[src/rtl/prog_delay_line_if.sv]
// Streaming bus for prog_delay_line: sample input, delay control and delayed output.
//   master : drives in_valid, in_data, delay_load, delay_in; observes the outputs
//   slave  : the delay line itself
//   in_valid/in_data   accepted sample, lane c at in_data[c*N +: N]
//   delay_load/delay_in single-cycle strobe applying a new delay in samples
//   out_valid/out_data  delayed sample, same lane packing
//   locked/cur_delay    line is emitting (RUN) / delay currently in effect
interface prog_delay_line_if #(
  parameter int N         = 16,
  parameter int CH        = 2,
  parameter int MAX_DELAY = 32
);
  localparam int DW = $clog2(MAX_DELAY);

  logic              in_valid;
  logic [CH*N-1:0]   in_data;
  logic              delay_load;
  logic [DW-1:0]     delay_in;
  logic              out_valid;
  logic [CH*N-1:0]   out_data;
  logic              locked;
  logic [DW-1:0]     cur_delay;

  modport master (
    output in_valid, in_data, delay_load, delay_in,
    input  out_valid, out_data, locked, cur_delay
  );

  modport slave (
    input  in_valid, in_data, delay_load, delay_in,
    output out_valid, out_data, locked, cur_delay
  );
endinterface

[src/rtl/prog_delay_line.sv]
// Programmable multi-channel sample delay line.
// Delay is counted in accepted samples. Samples go into a circular buffer; the
// output of each accepted sample is the sample D positions earlier, registered
// one clock later. After a reset or a delay change the line stays in FILL until
// D samples have been written under the new delay, so stale or mixed-delay
// samples never reach the output.
// Ports:
//   clk  rising-edge clock
//   rst  asynchronous active-high reset
//   bus  prog_delay_line_if.slave (in_valid, in_data, delay_load, delay_in,
//        out_valid, out_data, locked, cur_delay)
module prog_delay_line #(
  parameter int N          = 16,
  parameter int CH         = 2,
  parameter int MAX_DELAY  = 32,
  parameter int INIT_DELAY = 0
) (
  input  logic             clk,
  input  logic             rst,
  prog_delay_line_if.slave bus
);
  localparam int DW = $clog2(MAX_DELAY);
  localparam int CW = DW + 1;
  localparam int W  = CH * N;

  typedef enum logic [0:0] {FILL = 1'b0, RUN = 1'b1} state_t;

  localparam logic [DW-1:0] INIT_D     = DW'(INIT_DELAY);
  localparam state_t        INIT_STATE = (INIT_DELAY == 0) ? RUN : FILL;
  localparam logic [CW-1:0] FILL_MAX   = CW'(MAX_DELAY);

  logic [W-1:0]  mem_r [MAX_DELAY];
  state_t        state_r;
  state_t        state_nxt_s;
  logic [DW-1:0] wr_ptr_r;
  logic [DW-1:0] cur_delay_r;
  logic [DW-1:0] delay_nxt_s;
  logic [DW-1:0] rd_addr_s;
  logic [CW-1:0] fill_cnt_r;
  logic [CW-1:0] fill_base_s;
  logic [CW-1:0] fill_nxt_s;
  logic          run_base_s;
  logic          emit_s;
  logic          locked_r;
  logic          out_valid_r;
  logic [W-1:0]  out_data_r;
  logic [W-1:0]  rd_data_s;

  // Next-state logic: a load takes effect before the coincident sample is judged.
  always_comb begin
    delay_nxt_s = cur_delay_r;
    fill_base_s = fill_cnt_r;
    run_base_s  = (state_r == RUN);
    emit_s      = 1'b0;
    state_nxt_s = state_r;
    fill_nxt_s  = fill_cnt_r;

    if (bus.delay_load) begin
      delay_nxt_s = bus.delay_in;
      fill_base_s = {CW{1'b0}};
      run_base_s  = (bus.delay_in == {DW{1'b0}});
    end else begin
      delay_nxt_s = cur_delay_r;
      fill_base_s = fill_cnt_r;
      run_base_s  = (state_r == RUN);
    end

    if (bus.in_valid) begin
      // The sample whose pre-increment count equals D is the first one whose
      // delayed partner was written under the current delay.
      emit_s      = run_base_s || (fill_base_s == {1'b0, delay_nxt_s});
      state_nxt_s = emit_s ? RUN : FILL;
      fill_nxt_s  = (fill_base_s == FILL_MAX) ? FILL_MAX
                                               : fill_base_s + {{DW{1'b0}}, 1'b1};
    end else begin
      emit_s      = 1'b0;
      state_nxt_s = run_base_s ? RUN : FILL;
      fill_nxt_s  = fill_base_s;
    end
  end

  // Read path: D=0 bypasses the buffer since that slot is being written now.
  always_comb begin
    rd_addr_s = wr_ptr_r - delay_nxt_s;
    if (delay_nxt_s == {DW{1'b0}}) begin
      rd_data_s = bus.in_data;
    end else begin
      rd_data_s = mem_r[rd_addr_s];
    end
  end

  // FSM state register.
  always_ff @(posedge clk or posedge rst) begin
    if (rst) begin
      state_r <= INIT_STATE;
    end else begin
      state_r <= state_nxt_s;
    end
  end

  // Pointer, fill count, delay setting and registered outputs.
  always_ff @(posedge clk or posedge rst) begin
    if (rst) begin
      wr_ptr_r    <= {DW{1'b0}};
      fill_cnt_r  <= {CW{1'b0}};
      cur_delay_r <= INIT_D;
      out_valid_r <= 1'b0;
      out_data_r  <= {W{1'b0}};
      locked_r    <= (INIT_DELAY == 0) ? 1'b1 : 1'b0;
    end else begin
      cur_delay_r <= delay_nxt_s;
      fill_cnt_r  <= fill_nxt_s;
      out_valid_r <= emit_s;
      locked_r    <= (state_nxt_s == RUN);
      if (bus.in_valid) begin
        wr_ptr_r <= wr_ptr_r + {{(DW-1){1'b0}}, 1'b1};
      end
      if (emit_s) begin
        out_data_r <= rd_data_s;
      end
    end
  end

  // Sample buffer; left unreset because FILL gating hides stale entries.
  always_ff @(posedge clk) begin
    if (bus.in_valid) begin
      mem_r[wr_ptr_r] <= bus.in_data;
    end
  end

  assign bus.out_valid = out_valid_r;
  assign bus.out_data  = out_data_r;
  assign bus.locked    = locked_r;
  assign bus.cur_delay = cur_delay_r;
endmodule

[src/flat_wrapper.sv]
// flat-port wrapper written by rule: the top's interface ports become plain ports
module prog_delay_line_flat 
#(
  parameter int N          = 16,
  parameter int CH         = 2,
  parameter int MAX_DELAY  = 32,
  parameter int INIT_DELAY = 0
)
  (clk, rst, bus_in_valid, bus_in_data, bus_delay_load, bus_delay_in, bus_out_valid, bus_out_data, bus_locked, bus_cur_delay);
  prog_delay_line_if #(.N(N), .CH(CH), .MAX_DELAY(MAX_DELAY)) bus_i ();
  input  logic clk;
  input  logic rst;
  input wire logic [$bits(bus_i.in_valid)-1:0] bus_in_valid;
  input wire logic [$bits(bus_i.in_data)-1:0] bus_in_data;
  input wire logic [$bits(bus_i.delay_load)-1:0] bus_delay_load;
  input wire logic [$bits(bus_i.delay_in)-1:0] bus_delay_in;
  output wire logic [$bits(bus_i.out_valid)-1:0] bus_out_valid;
  output wire logic [$bits(bus_i.out_data)-1:0] bus_out_data;
  output wire logic [$bits(bus_i.locked)-1:0] bus_locked;
  output wire logic [$bits(bus_i.cur_delay)-1:0] bus_cur_delay;
  assign bus_i.in_valid = bus_in_valid;
  assign bus_i.in_data = bus_in_data;
  assign bus_i.delay_load = bus_delay_load;
  assign bus_i.delay_in = bus_delay_in;
  assign bus_out_valid = bus_i.out_valid;
  assign bus_out_data = bus_i.out_data;
  assign bus_locked = bus_i.locked;
  assign bus_cur_delay = bus_i.cur_delay;
  prog_delay_line #(.N(N), .CH(CH), .MAX_DELAY(MAX_DELAY), .INIT_DELAY(INIT_DELAY)) u_core (.clk(clk), .rst(rst), .bus(bus_i));
endmodule
[config.mk]
export PLATFORM = sky130hd
export DESIGN_NAME = prog_delay_line_flat
export DESIGN_NICKNAME = d
export VERILOG_FILES = /design/src/rtl/prog_delay_line_if.sv /design/src/rtl/prog_delay_line.sv /design/src/flat_wrapper.sv
export SDC_FILE = /design/constraint.sdc
export NUM_CORES = 1
export LEC_CHECK = 0
export ABC_AREA = 0
export BUFFER_PORTS_ARGS = -buffer_cell sky130_fd_sc_hd__buf_2
export CORE_MARGIN = 2
export CORE_UTILIZATION = 35
export CTS_CLUSTER_SIZE = 25
export DETAILED_ROUTE_END_ITERATION = 10
export PLACE_DENSITY = 0.6
export SYNTH_ARGS = -nofsm -noshare
export SYNTH_HDL_FRONTEND = slang
export SYNTH_SLANG_ARGS = --single-unit
[constraint.sdc]
create_clock -name clk -period 6.6 [get_ports clk]
set_clock_uncertainty 0.2 [all_clocks]
set_input_delay 1.32 -clock clk [delete_from_list [all_inputs] [get_ports clk]]
set_output_delay 1.32 -clock clk [all_outputs]
set_load 0.01 [all_outputs]
==> After elaboration in Yosys (flattened, before gate mapping) <==
Memory sizes are Yosys's and may differ from the RTL's. A register that Yosys moved wholly into a read port is not among the register bits.
Index checks and enable logic that the tools add are counted.
{ "totals": {"register_bits": 18, "ramBits": 1024, "input_bits": 41, "out_inout_bits": 39, "wordCells": 24, "mem_count": 1} }
{ "op_classes": {"n_addsub": 3, "eq_ne": 2, "muxes": 11, "n_reduce_logical": 2} }
{ "memory_table": {"columns": ["name", "words", "width", "rd", "rd_ports_with_merged_regs", "write_ports", "line", "rtl"], "rows": [
  ["u_core.mem_r", 32, 32, 1, 1, 1, "prog_delay_line.sv:32", "logic [W-1:0] mem_r [MAX_DELAY];"]
]} }
{ "ops": {"columns": ["cell", "n"], "rows": [
  ["6-bit 2-to-1 mux", 3],
  ["1-bit 2-to-1 mux", 7],
  ["6-bit by 1-bit adder with 6-bit output (second input constant)", 1],
  ["6-bit by 5-bit == test with 1-bit output", 1],
  ["6-bit == test (second input constant)", 1],
  ["5-bit by 1-bit adder with 5-bit output (second input constant)", 1],
  ["5-bit logical NOT", 1],
  ["5-bit 2-to-1 mux", 1],
  ["5-bit subtractor", 1],
  ["1-bit logical OR", 1]
]} }

==> Longest topological paths before layout <==
{ "logic_depth": {"word_depth": 5, "mapped_depth": 14} }

==> Worst setup path before layout <==
Ideal clock, no wire load.
{ "synth_timing": {"path_kind": "input -> register", "start": "in bus_delay_load", "end": "reg u_core.out_data_r[0] (netlist: u_core.bus.out_data[0]) (read register of u_core.mem_r)", "arrival_time_ns": 4.110, "setup_slack_ns": 2.159, "stages": 14, "n_path_buf": 5, "cell_sequence": "buf_2 -> nand2_1 -> a21boi_0 -> inv_1 -> fa_1 -> buf_2 -> buf_2 -> clkbuf_1 -> buf_1 -> mux4_2 -> mux2i_1 -> a21oi_1 -> a22oi_1 -> o211ai_1"} }
{ "synth_via": {"elab_chain_cells": 4} }
{ "synth_lines": {"columns": ["item", "line", "rtl"], "rows": [
  ["start, declared", "flat_wrapper.sv:15", "input wire logic [$bits(bus_i.delay_load)-1:0] bus_delay_load;"],
  ["5-bit 2-to-1 mux *", "prog_delay_line.sv:58", "if (bus.delay_load) begin"],
  ["named net u_core.delay_nxt_s[1]", "prog_delay_line.sv:37", "logic [DW-1:0] delay_nxt_s;"],
  ["parallel branches: the longest is 3 deep, another holds 5-bit subtractor", null, null],
  ["end, declared", "prog_delay_line.sv:46", "logic [W-1:0] out_data_r;"]
]} }
Mark *: on every way through the listed nets, which the timed path passes.
A chain may end at the register's enable or synchronous reset.

==> Worst setup path after layout <==
{ "layout_timing": {"start": "in bus_delay_load", "end": "reg u_core.out_data_r[29] (netlist: u_core.bus.out_data[29]) (read register of u_core.mem_r)"} }
{ "layout_via": {"elab_chain_cells": 4} }
{ "layout_lines": {"columns": ["item"], "rows": [
  ["parallel branches: the longest is 4 deep, another holds 5-bit subtractor"]
]} }
Several ways; the timed one is not identified.

==> metrics.csv <==
stage;metric;value;unit
layout;drive_gt1_frac;0.267;
clocking;cts_num_sinks;1074;
drt;wl;110;mm
timing;setup_slack;1.37;ns
power;clockPowerShare;0.258;
yosys;synth_nets;2101;
clocking;h-tree-depth;3;
yosys;synth-simple-area-share;0.0356;
timing;worst_pin_slew;1.27;ns
setup_path;critPathMaxFanout;32;
drt;vias_per_cell;5.61;
grt;grt_overflow_total;0;
grt;antenna_found_initial;5;
yosys;synth.avg_cell_area;20.4;um2
drt;drcViolationCount;0;
yosys;ys_warn_count;0;
drt;firstDrtPassIters;5;
yosys;synth_area;41800;um2
clocking;postCtsSetupBuffers;0;
yosys;synth_top_family_by_area;multiplexers;
yosys;async_flop_share;0.0466;
setup_path;critical_path_depth;12;
grt;grt_pass1_wl;156;mm
clocking;cts_tree;yes;
clocking;path_clk_slew;0.06;ns
placed_design;place_hpwl;60.3;mm
layout;fin_nets;2229;
hold_path;min_path_cells;2;
timing;finalCritPeriodShare;0.792;
timing;finalMaxSlewViolations;0;
setup_path;arrival;5.54;ns
floorplanning;dieWidth;349;um
hold_path;hp-class;flop to flop;
power;p_sw_frac;0.344;
yosys;synth-seq-cells;1074;
placed_design;io_buffers;79;
yosys;synth.largest_area_cell;edfxtp_1;
clocking;root_buffer;clkbuf_16;
floorplanning;ios;80;
floorplanning;die_area;122000;um2
yosys;synth-edff-count;1024;
yosys;synth-xor-area-share;0.00306;
grt;grt_pass1_vias;21700;
placed_design;gp_congestion;0.790;
power;p_leak;15.3;nW
setup_path;critPathCaptureType;flop;
yosys;synth_adder_area_share;0.00348;
yosys;synthMuxAreaShare;0.147;
power;power_density;476;nW/um2
clocking;clk-insertion-delay-late;0.68;ns
layout;final_cell_mix;1,024 x edfxtp_1, 256 x mux4_2, 175 x nand2_1, 105 x clkbuf_16, 79 x buf_2;
layout;area_growth;14.6;%
drt;detail-route-antenna-nets;0;
flow_run;max_cap_violations;0;
clocking;cts_buffer_depth;3;
yosys;seq_area_frac_synth;0.766;
clocking;ctsResizeCount;0;
timing;fin_hold_ws;0.322;ns
setup_path;cp_slowest_cell;nand2_2;
power;p_int;15.0;mW
placed_design;pre_cts_slack;0.842;ns
yosys;synth_top_area_share;0.736;
yosys;synth.area.top_cells;edfxtp_1 74%, mux4_2 14%, dfrtp_1 2.9%;
power;seqPwrFrac;0.362;
clocking;hold_buffers;0;
clocking;cts_buffers;103;
yosys;postSynthCellCount;2049;
yosys;synth-compound-area-share;0.0309;
setup_path;path_delay_family;simple AND/OR/NAND/NOR gates;
timing;fin_setup_tns;0;ns
yosys;synth_cell_types;45;
setup_path;crit_required;6.91;ns
power;switchingPower;7.84;mW
setup_path;cp_num_buf_inv;3;
timing;period_minus_slack;5.23;ns
power;power;22.8;mW
timing;rsz0062_at_grt;no;
layout;final_common_cell;edfxtp_1;
power;ir_worst_vdd;557;uV
setup_path;crit_chain;buf_2, inv_1, a21boi_0, ha_1, nor2b_1, o21a_1, or3_2, buf_4, nand2_2, a21oi_1, a22oi_1, o211ai_1;
floorplanning;start_util;0.353;
setup_path;cpPeakStageDelay;0.93;ns
drt;wire_per_inst;28.8;um
setup_path;crit_type;primary input to flop;
setup_path;reg2reg_depth;10;
timing;max_slew_margin;0.149;
floorplanning;rows;126;
layout;nFillCells;10400;
drt;routed-via-count;21300;
yosys;synth-main-ff-cell;edfxtp_1;
grt;track_usage;0.179;
timing;hold_viol;0;
timing;timing.fmax;0.191;GHz
setup_path;critPathLaunchType;primary input;
timing;setup_viol;0;
layout;final_core_util;0.405;
drt;drtIter0Drc;2513;
status;status;finished clean;
grt;grt_start_max_net_pins;97;
power;pwr-share-comb;0.380;
floorplanning;core;118000;um2
floorplanning;die_h;349;um
==> stage by stage <==
step | area, um2 | instances
global route | 47900 | 3800
CTS | 47900 | 3800
detailed placement | 44500 | 3608
finish | 47900 | 3802
floorplan | 41800 | 2049
global placement | 44500 | 3608
==> kinds of logic after synthesis <==
| group | Yosys count |
|---|---|
| multiplexers | 292 |
| XOR/XNOR | 13 |
| adder cells (fa/ha/maj) | 11 |
| flip-flops | 1074 |
| AND/OR/NAND/NOR | 337 |
| AO/OA/AOI/OAI | 182 |
| buffers and inverters | 140 |
==> synth_stat cells (2+ instances only) <==
cell type,number
dfrtp_1,49
a31oi_1,33
nor2b_1,3
buf_4,3
mux2i_1,35
buf_1,15
a21o_1,2
o21ai_0,8
ha_1,10
buf_2,43
and2_1,33
nand3b_1,3
xor2_1,5
nor4_1,2
xnor2_1,7
nand3_1,73
edfxtp_1,1024
mux4_2,256
a221oi_1,32
a22oi_1,32
clkbuf_1,62
nand2_1,176
inv_1,16
a21oi_1,33
nor2_1,39
o211ai_1,32
nand2b_1,3
or3_1,3
==> final cells by class <==
cell class	count	area [um2]	share of cell area
Clock inverter	50	474	0.00991
Timing Repair Buffer	146	1040	0.0216
Antenna cell	2	5.00	0.000105
Sequential cell	1074	32000	0.669
Tap cell	1536	1920	0.0401
Clock buffer	142	2890	0.0603
Multi-Input combinational cell	835	9480	0.198
Inverter	17	63.8	0.00133
==> path summary, 6_finish.rpt <==
path,startpoint,endpoint,slack (ns)
min reg2reg,u_core.bus.out_data[28],u_core.bus.out_data[28],0.32
max in group asynchronous,rst,u_core.bus.out_data[14],4.75
max,bus_delay_load,u_core.bus.out_data[29],1.37
min in group asynchronous,rst,u_core.bus.out_valid,0.76
max reg2reg,u_core.bus.cur_delay[1],u_core.bus.out_data[29],1.99
min,u_core.bus.out_data[28],u_core.bus.out_data[28],0.32
==> power groups by stage <==
stage | combinational, mW | sequential [mW] | clock (mW)
3_5_place_dp | 8.72 | 8.39 | 0
2_1_floorplan | 5.92 | 8.27 | 0
5_1_grt | 9.27 | 8.29 | 6.23
3_3_place_gp | 8.65 | 8.37 | 0
6_report | 8.67 | 8.26 | 5.88
4_1_cts | 8.76 | 8.25 | 5.97
==> sequential cells by signal (all words and copies together) (netlist names) <==
register and cells:
u_core.bus.out_data 32, u_core.bus.out_valid 1, u_core.fill_cnt_r 6, u_core.state_r 1, u_core.mem_r 1024, u_core.wr_ptr_r 5, u_core.bus.cur_delay 5
==> worst register-to-register path, stage by stage (launching register included) <==
cell and delay [ns]:
dfrtp_1 0.45, a21boi_0 0.49, ha_1 0.33, nor2b_1 0.13
o21a_1 0.20, or3_2 0.67, buf_4 0.32, nand2_2 0.94
a21oi_1 0.32, a22oi_1 0.30, o211ai_1 0.11
==> layer usage <==
layer | vias to the layer above | part of all wire | GRT usage | wire, um
li1 | 8712 | - | - | -
met1 | 11500 | 0.43 | 0.259 | 46600
met2 | 1013 | 0.46 | 0.276 | 50800
met3 | 158 | 0.089 | 0.0351 | 9750
met4 | 0 | 0.022 | 0.0464 | 2460
met5 | - | 0 | 0 | 0
(Power assumes the default switching activity.)
